[config.mk]
export PLATFORM = sky130hd
export DESIGN_NAME = fft_ctrl_param
export DESIGN_NICKNAME = d
export VERILOG_FILES = /design/src/rtl/fft_ctrl_param.sv
export SDC_FILE = /design/constraint.sdc
export NUM_CORES = 1
export LEC_CHECK = 0
export ABC_CLOCK_PERIOD_IN_PS = 3500
export BUFFER_PORTS_ARGS = -buffer_cell sky130_fd_sc_hd__buf_2
export CAP_MARGIN = 15
export CORE_MARGIN = 4
export CORE_UTILIZATION = 54
export DETAILED_ROUTE_END_ITERATION = 12
export GPL_TIMING_DRIVEN = 0
export PLACE_DENSITY = 0.9
export SLEW_MARGIN = 25
export SYNTH_ARGS = -nofsm -noshare
export SYNTH_HDL_FRONTEND = slang
export SYNTH_SLANG_ARGS = --single-unit
[constraint.sdc]
create_clock -name CLK -period 3.5 [get_ports CLK]
set_input_delay 0 -clock CLK [delete_from_list [all_inputs] [get_ports CLK]]
set_output_delay 0 -clock CLK [all_outputs]
set_load 0.05 [all_outputs]
[src/rtl/fft_ctrl_param.sv]
// Address, bank-rotation and twiddle-exponent sequencer for a radix-4 memory-based FFT.
// Optional macro FFT_CTRL_INV_EN adds the INV port and negated (inverse-transform) exponents.
module fft_ctrl_param #(
  parameter int D   = 3,
  parameter int LAT = 4,
  localparam int AW = 2*D,
  localparam int EW = 2*D+2
) (
  input  logic            CLK,
  input  logic            RSTn,
  input  logic            START,
  input  logic            ABORT,
`ifdef FFT_CTRL_INV_EN
  input  logic            INV,
`endif
  output logic            BUSY,
  output logic            DONE,
  output logic            SEL_EXTN,
  output logic            SEL_ITR,
  output logic [1:0]      SEL_PERMW,
  output logic [1:0]      SEL_PERMR,
  output logic [1:0]      SEL_ROT,
  output logic            WE_IOBUF,
  output logic            WE_FSC,
  output logic [4*AW-1:0] ADDR_IOBUF,
  output logic [4*AW-1:0] ADDR_FSC,
  output logic [4*EW-1:0] EXP
);

  typedef enum logic [2:0] {IDLE, INPT, ITR1, ITR2, OUPT, DRN} state_t;

  localparam logic [AW-1:0] W_TRIG = AW'(LAT-1);
  localparam logic [AW-1:0] E_TRIG = AW'(LAT-2);

  state_t        state;
  logic [AW-1:0] cnt, w, e;
  logic          w_act, e_act;
  logic [1:0]    drn;
  logic [1:0]    permr_p1;
  logic [1:0]    rot_c, rot_w;
`ifdef FFT_CTRL_INV_EN
  logic          inv_q;
`endif

  function automatic logic [1:0] rot(input logic [AW-1:0] x);
    logic [1:0] s;
    s = 2'd0;
    for (int i = 0; i < D; i++) s = s + x[2*i +: 2];
    return s;
  endfunction

  function automatic logic [AW-1:0] addr_itr1(input logic [AW-1:0] x, input logic [1:0] a);
    return {a, x[1:0], x[AW-1:4]};
  endfunction

  function automatic logic [AW-1:0] addr_itr2(input logic [AW-1:0] x, input logic [1:0] a);
    return {x[AW-1:2], a};
  endfunction

  function automatic logic [AW-1:0] addr_oupt(input logic [AW-1:0] x, input logic [1:0] a);
    return {x[1:0], a, x[AW-1:4]};
  endfunction

  function automatic logic [EW-1:0] exp_of(input logic [AW-1:0] x, input logic [1:0] b);
    logic [EW-1:0] n, m;
    n = EW'(x[AW-1:2]);
    m = EW'({b, x[1:0]});
    return n * m;
  endfunction

  assign rot_c = rot(cnt);
  assign rot_w = rot(w);

  always_ff @(posedge CLK or negedge RSTn) begin
    if (!RSTn) begin
      state    <= IDLE;
      cnt      <= '0;
      w        <= '0;
      e        <= '0;
      w_act    <= 1'b0;
      e_act    <= 1'b0;
      drn      <= '0;
      permr_p1 <= '0;
`ifdef FFT_CTRL_INV_EN
      inv_q    <= 1'b0;
`endif
    end else if (ABORT && state != IDLE) begin
      state    <= IDLE;
      cnt      <= '0;
      w        <= '0;
      e        <= '0;
      w_act    <= 1'b0;
      e_act    <= 1'b0;
      drn      <= '0;
      permr_p1 <= '0;
`ifdef FFT_CTRL_INV_EN
      inv_q    <= 1'b0;
`endif
    end else begin
      permr_p1 <= rot_c;
      case (state)
        IDLE: if (START) begin
          state <= INPT;
`ifdef FFT_CTRL_INV_EN
          inv_q <= INV;
`endif
        end
        INPT, OUPT: if (&cnt) begin
          cnt   <= '0;
          state <= (state == INPT) ? ITR1 : DRN;
        end else begin
          cnt <= cnt + AW'(1);
        end
        // W and E trail CNT by LAT and LAT-1 and keep running after CNT wraps
        ITR1, ITR2: if (&w) begin
          cnt   <= '0;
          w     <= '0;
          e     <= '0;
          w_act <= 1'b0;
          e_act <= 1'b0;
          state <= (state == ITR1) ? ITR2 : OUPT;
        end else begin
          cnt   <= cnt + AW'(1);
          w_act <= w_act | (cnt == W_TRIG);
          e_act <= e_act | (cnt == E_TRIG);
          if (w_act) w <= w + AW'(1);
          if (e_act) e <= e + AW'(1);
        end
        DRN: if (drn == 2'd2) begin
          drn   <= '0;
          state <= IDLE;
        end else begin
          drn <= drn + 2'd1;
        end
        default: state <= IDLE;
      endcase
    end
  end

  always_comb begin
    BUSY       = (state != IDLE);
    DONE       = (state == OUPT);
    SEL_EXTN   = (state != INPT);
    SEL_ITR    = (state == ITR2);
    SEL_PERMW  = (state == INPT) ? rot_c : rot_w;
    SEL_PERMR  = permr_p1;
    SEL_ROT    = (state == ITR1 || state == ITR2) ? (cnt[1:0] - 2'd1) : 2'd0;
    WE_IOBUF   = (state == INPT || state == ITR2);
    WE_FSC     = (state == ITR1);
    ADDR_IOBUF = '0;
    ADDR_FSC   = '0;
    EXP        = '0;
    for (int b = 0; b < 4; b++) begin
      case (state)
        INPT: ADDR_IOBUF[b*AW +: AW] = cnt;
        ITR1: begin
          ADDR_IOBUF[b*AW +: AW] = addr_itr1(cnt, 2'(b) - rot_c);
          ADDR_FSC[b*AW +: AW]   = addr_itr1(w, 2'(b) - rot_w);
`ifdef FFT_CTRL_INV_EN
          EXP[b*EW +: EW] = inv_q ? (EW'(0) - exp_of(e, 2'(b))) : exp_of(e, 2'(b));
`else
          EXP[b*EW +: EW] = exp_of(e, 2'(b));
`endif
        end
        ITR2: begin
          ADDR_FSC[b*AW +: AW]   = addr_itr2(cnt, 2'(b) - rot_c);
          ADDR_IOBUF[b*AW +: AW] = addr_itr2(w, 2'(b) - rot_w);
        end
        OUPT: ADDR_IOBUF[b*AW +: AW] = addr_oupt(cnt, 2'(b) - rot_c);
        default: ;
      endcase
    end
  end

endmodule

==> flow_metrics.py <==
metrics = {
    "cells_and_area": {
        "drive_above_1_share_pct": 27.3,
        "nFillCells": 527,
        "seqCellArea_sq_um": 678,
        "antenna_cells": 0,
        "final_common_cell": "buf_2",
        "nets": 588,
        "multiInputGateArea_sq_mm": 0.00235,
        "syn_to_final_growth_pct": 18.3,
        "layout_common_cells": "101 x buf_2, 34 x inv_1, 34 x a21oi_1, 34 x ha_1, 33 x nor2_1",
    },
    "drt": {
        "drt-vias-per-instance": 5.95,
        "first_iter_violations": 359,
        "wl_um": 9850,
        "firstDrtPassIters": 6,
        "vias": 3661,
        "drc_errors": 0,
        "wl_per_cell_um": 16.0,
        "postRouteAntennaNets": 0,
    },
    "yosys": {
        "synth.avg_cell_area_sq_um": 7.97,
        "syn_inst": 438,
        "yosysUniqueCellTypes": 64,
        "yosysTopAreaCellShare_pct": 19.4,
        "synth_edf_count": 0,
        "yosysWarningCount": 0,
        "synth_area_sq_mm": 0.00349,
        "ys.flop_type": "dfrtp_1",
        "synth_seq_area_share_pct": 19.4,
        "synth.area.top_cells": "dfrtp_1 19%, ha_1 12%, fa_1 6.3%",
        "synth_area_leader_cell": "dfrtp_1",
        "ys_ff_latch": 27,
        "synthArstFlopShare_pct": 100,
    },
    "global_route": {
        "overflow": 0,
        "antenna_found_initial": 0,
        "grt_usage_pct": 25.3,
        "grt_max_degree": 28,
        "grt_pass1_vias": 3450,
        "grt_pass1_wl_um": 15800,
    },
    "clocking": {
        "clk_pin_slew_ps": 100,
        "cts_max_level": 1,
        "cts_tree": "yes",
        "clk_latency_ps": 280,
        "cts_sinks": 27,
        "cts_setup_buffers": 0,
        "cts_buffers": 3,
        "root_buffer": "clkbuf_8",
        "cts.path.max_buffers": 2,
    },
    "timing": {
        "tns_ps": 0,
        "min_period_over_period_pct": 94.6,
        "max_freq_mhz": 302,
        "fin_hold_ws_ps": 207,
        "rsz0062_at_grt": "no",
        "finalMaxSlewViolations": 0,
        "fin_crit_ps": 3310,
        "finalHoldViolCount": 0,
        "finalClockSkew_ps": 2.54,
        "setup_viol": 0,
        "max_slew_margin_pct": 55.6,
        "worstMarginPinSlew_ps": 662,
    },
    "critical_path": {
        "worst_setup_path_end_kind": "output pin",
        "crit_path_cell_trace": "and2_1, fa_1, fa_1, ha_1, a21o_1, a21oi_1, or4_1, nand3_1, buf_2",
        "slowest_delay_ps": 510,
        "criticalPathCategory": "reg2out",
        "cp_common_cell": "fa_1",
        "slowest_stage": "fa_1",
        "critPathLaunchType": "flip-flop",
        "cp_max_fo": 9,
        "cp.required_ps": 3500,
        "crit_arrival_ps": 3310,
    },
    "power": {
        "peakVddDrop_mv": 0.805,
        "powerDensity_mw_per_mm2": 740,
        "p_leak_uw": 0.00229,
        "finalPower_uw": 3050,
    },
    "floorplanning": {
        "ios": 96,
        "initial_core_util_pct": 55.3,
        "die_area_sq_mm": 0.00781,
        "core.rowCount": 29,
        "die_w_um": 88.4,
        "core_area_sq_mm": 0.00631,
        "die_h_um": 88.4,
    },
    "placement": {
        "gp_congestion": 0.935,
        "place_hpwl_um": 7760,
        "numPortBuffers": 92,
    },
    "run_status": {
        "status": "finished clean",
    },
    "flow_run": {
        "drv_cap": 0,
    },
    "min_path": {
        "hp-class": "in2reg",
    },
}
-- power by group --
part | internal [uW] | switching, uW
clock | 81.1 | 106
combinational | 627 | 1790
sequential | 372 | 78.5
total | 1080 | 1970
-- metrics by stage --
stage	setup WS, ps	utilization (%)	cells	instance area (sq um)
floorplan	54.5	-	440	3500
global placement	452	64.2	609	4050
detailed placement	400	64.2	609	4050
CTS	80.2	65.3	615	4120
global route	1.68	65.4	615	4130
finish	189	65.4	615	4130
-- worst max-delay path: cells and delay by family, from the launching register on --
family,cells,cell delay [ps]
AOI/OAI and AO/OA,2,200
adders and majority gates,3,1250
buffers and inverters,1,260
DFF,1,500
and+or+nand+nor,3,820
-- layout make-up --
| cell class | instances | area share (%) |
|---|---|---|
| Multi-Input combinational cell | 325 | 57.0 |
| Buffer | 53 | 8.12 |
| Clock buffer | 3 | 1.00 |
| Sequential cell | 27 | 16.4 |
| Timing Repair Buffer | 94 | 11.7 |
| Clock inverter | 1 | 0.182 |
| Inverter | 35 | 3.18 |
| Tap cell | 77 | 2.33 |
-- state kept, by name, summed over array words and instances (netlist names) --
| name | count |
|---|---|
| e | 6 |
| cnt | 6 |
| w | 6 |
| SEL_PERMR | 2 |
| state | 3 |
| e_act | 1 |
| w_act | 1 |
| drn | 2 |
-- cells in the mapped netlist (all sizes together) (11+ instances only) --
| master | n |
|---|---|
| o21ai | 31 |
| nor2b | 13 |
| nor2 | 33 |
| buf | 42 |
| nand2 | 32 |
| xnor2 | 11 |
| dfrtp | 27 |
| a21oi | 34 |
| fa | 11 |
| ha | 34 |
| inv | 34 |
| clkbuf | 11 |
-- metal layers --
layer | vias to the layer above | GRT usage [%] | wire length, um
met5 | - | 0 | 0
met4 | 0 | 8.52 | 266
met3 | 38 | 4.19 | 979
met2 | 214 | 42.8 | 4790
met1 | 1720 | 32.9 | 3820
li1 | 1689 | - | -
-- logic make-up (layout without fill, tap and decap cells) --
| family | Yosys count | count (layout) | synth area share [%] |
|---|---|---|---|
| and+or+nand+nor | 134 | 134 | 19.5 |
| adders and majority gates | 45 | 45 | 18.5 |
| other | 1 | 3 | 0.107 |
| buffers and inverters | 88 | 186 | 13.4 |
| AOI/OAI and AO/OA | 118 | 118 | 21.9 |
| xor gates and xnor gates | 17 | 17 | 4.88 |
| DFF | 27 | 27 | 19.4 |
| muxes | 8 | 8 | 2.33 |
-- final timing paths --
kind,to,slack [ps],depth (start not counted),from
max,EXP[31],190,9,e[4]$_DFFE_PN0P_
min,state[0]$_DFFE_PN0P_,210,4,START
max reg2reg,cnt[3]$_DFFE_PN0P_,1290,7,w[0]$_DFFE_PN0P_
min reg2reg,drn[1]$_DFFE_PN0P_,570,2,drn[1]$_DFFE_PN0P_
max in group asynchronous,e[1]$_DFFE_PN0P_,2790,2,RSTn
min in group asynchronous,drn[0]$_DFFE_PN0P_,260,2,RSTn
-- timing repair --
item	4_1_cts	5_1_grt
gates resized for setup	0	3
hold buffers	2	0
setup endpoints to repair	0	2
hold endpoints to repair	28	0
No activity file was read; power rests on OpenSTA's default activity.
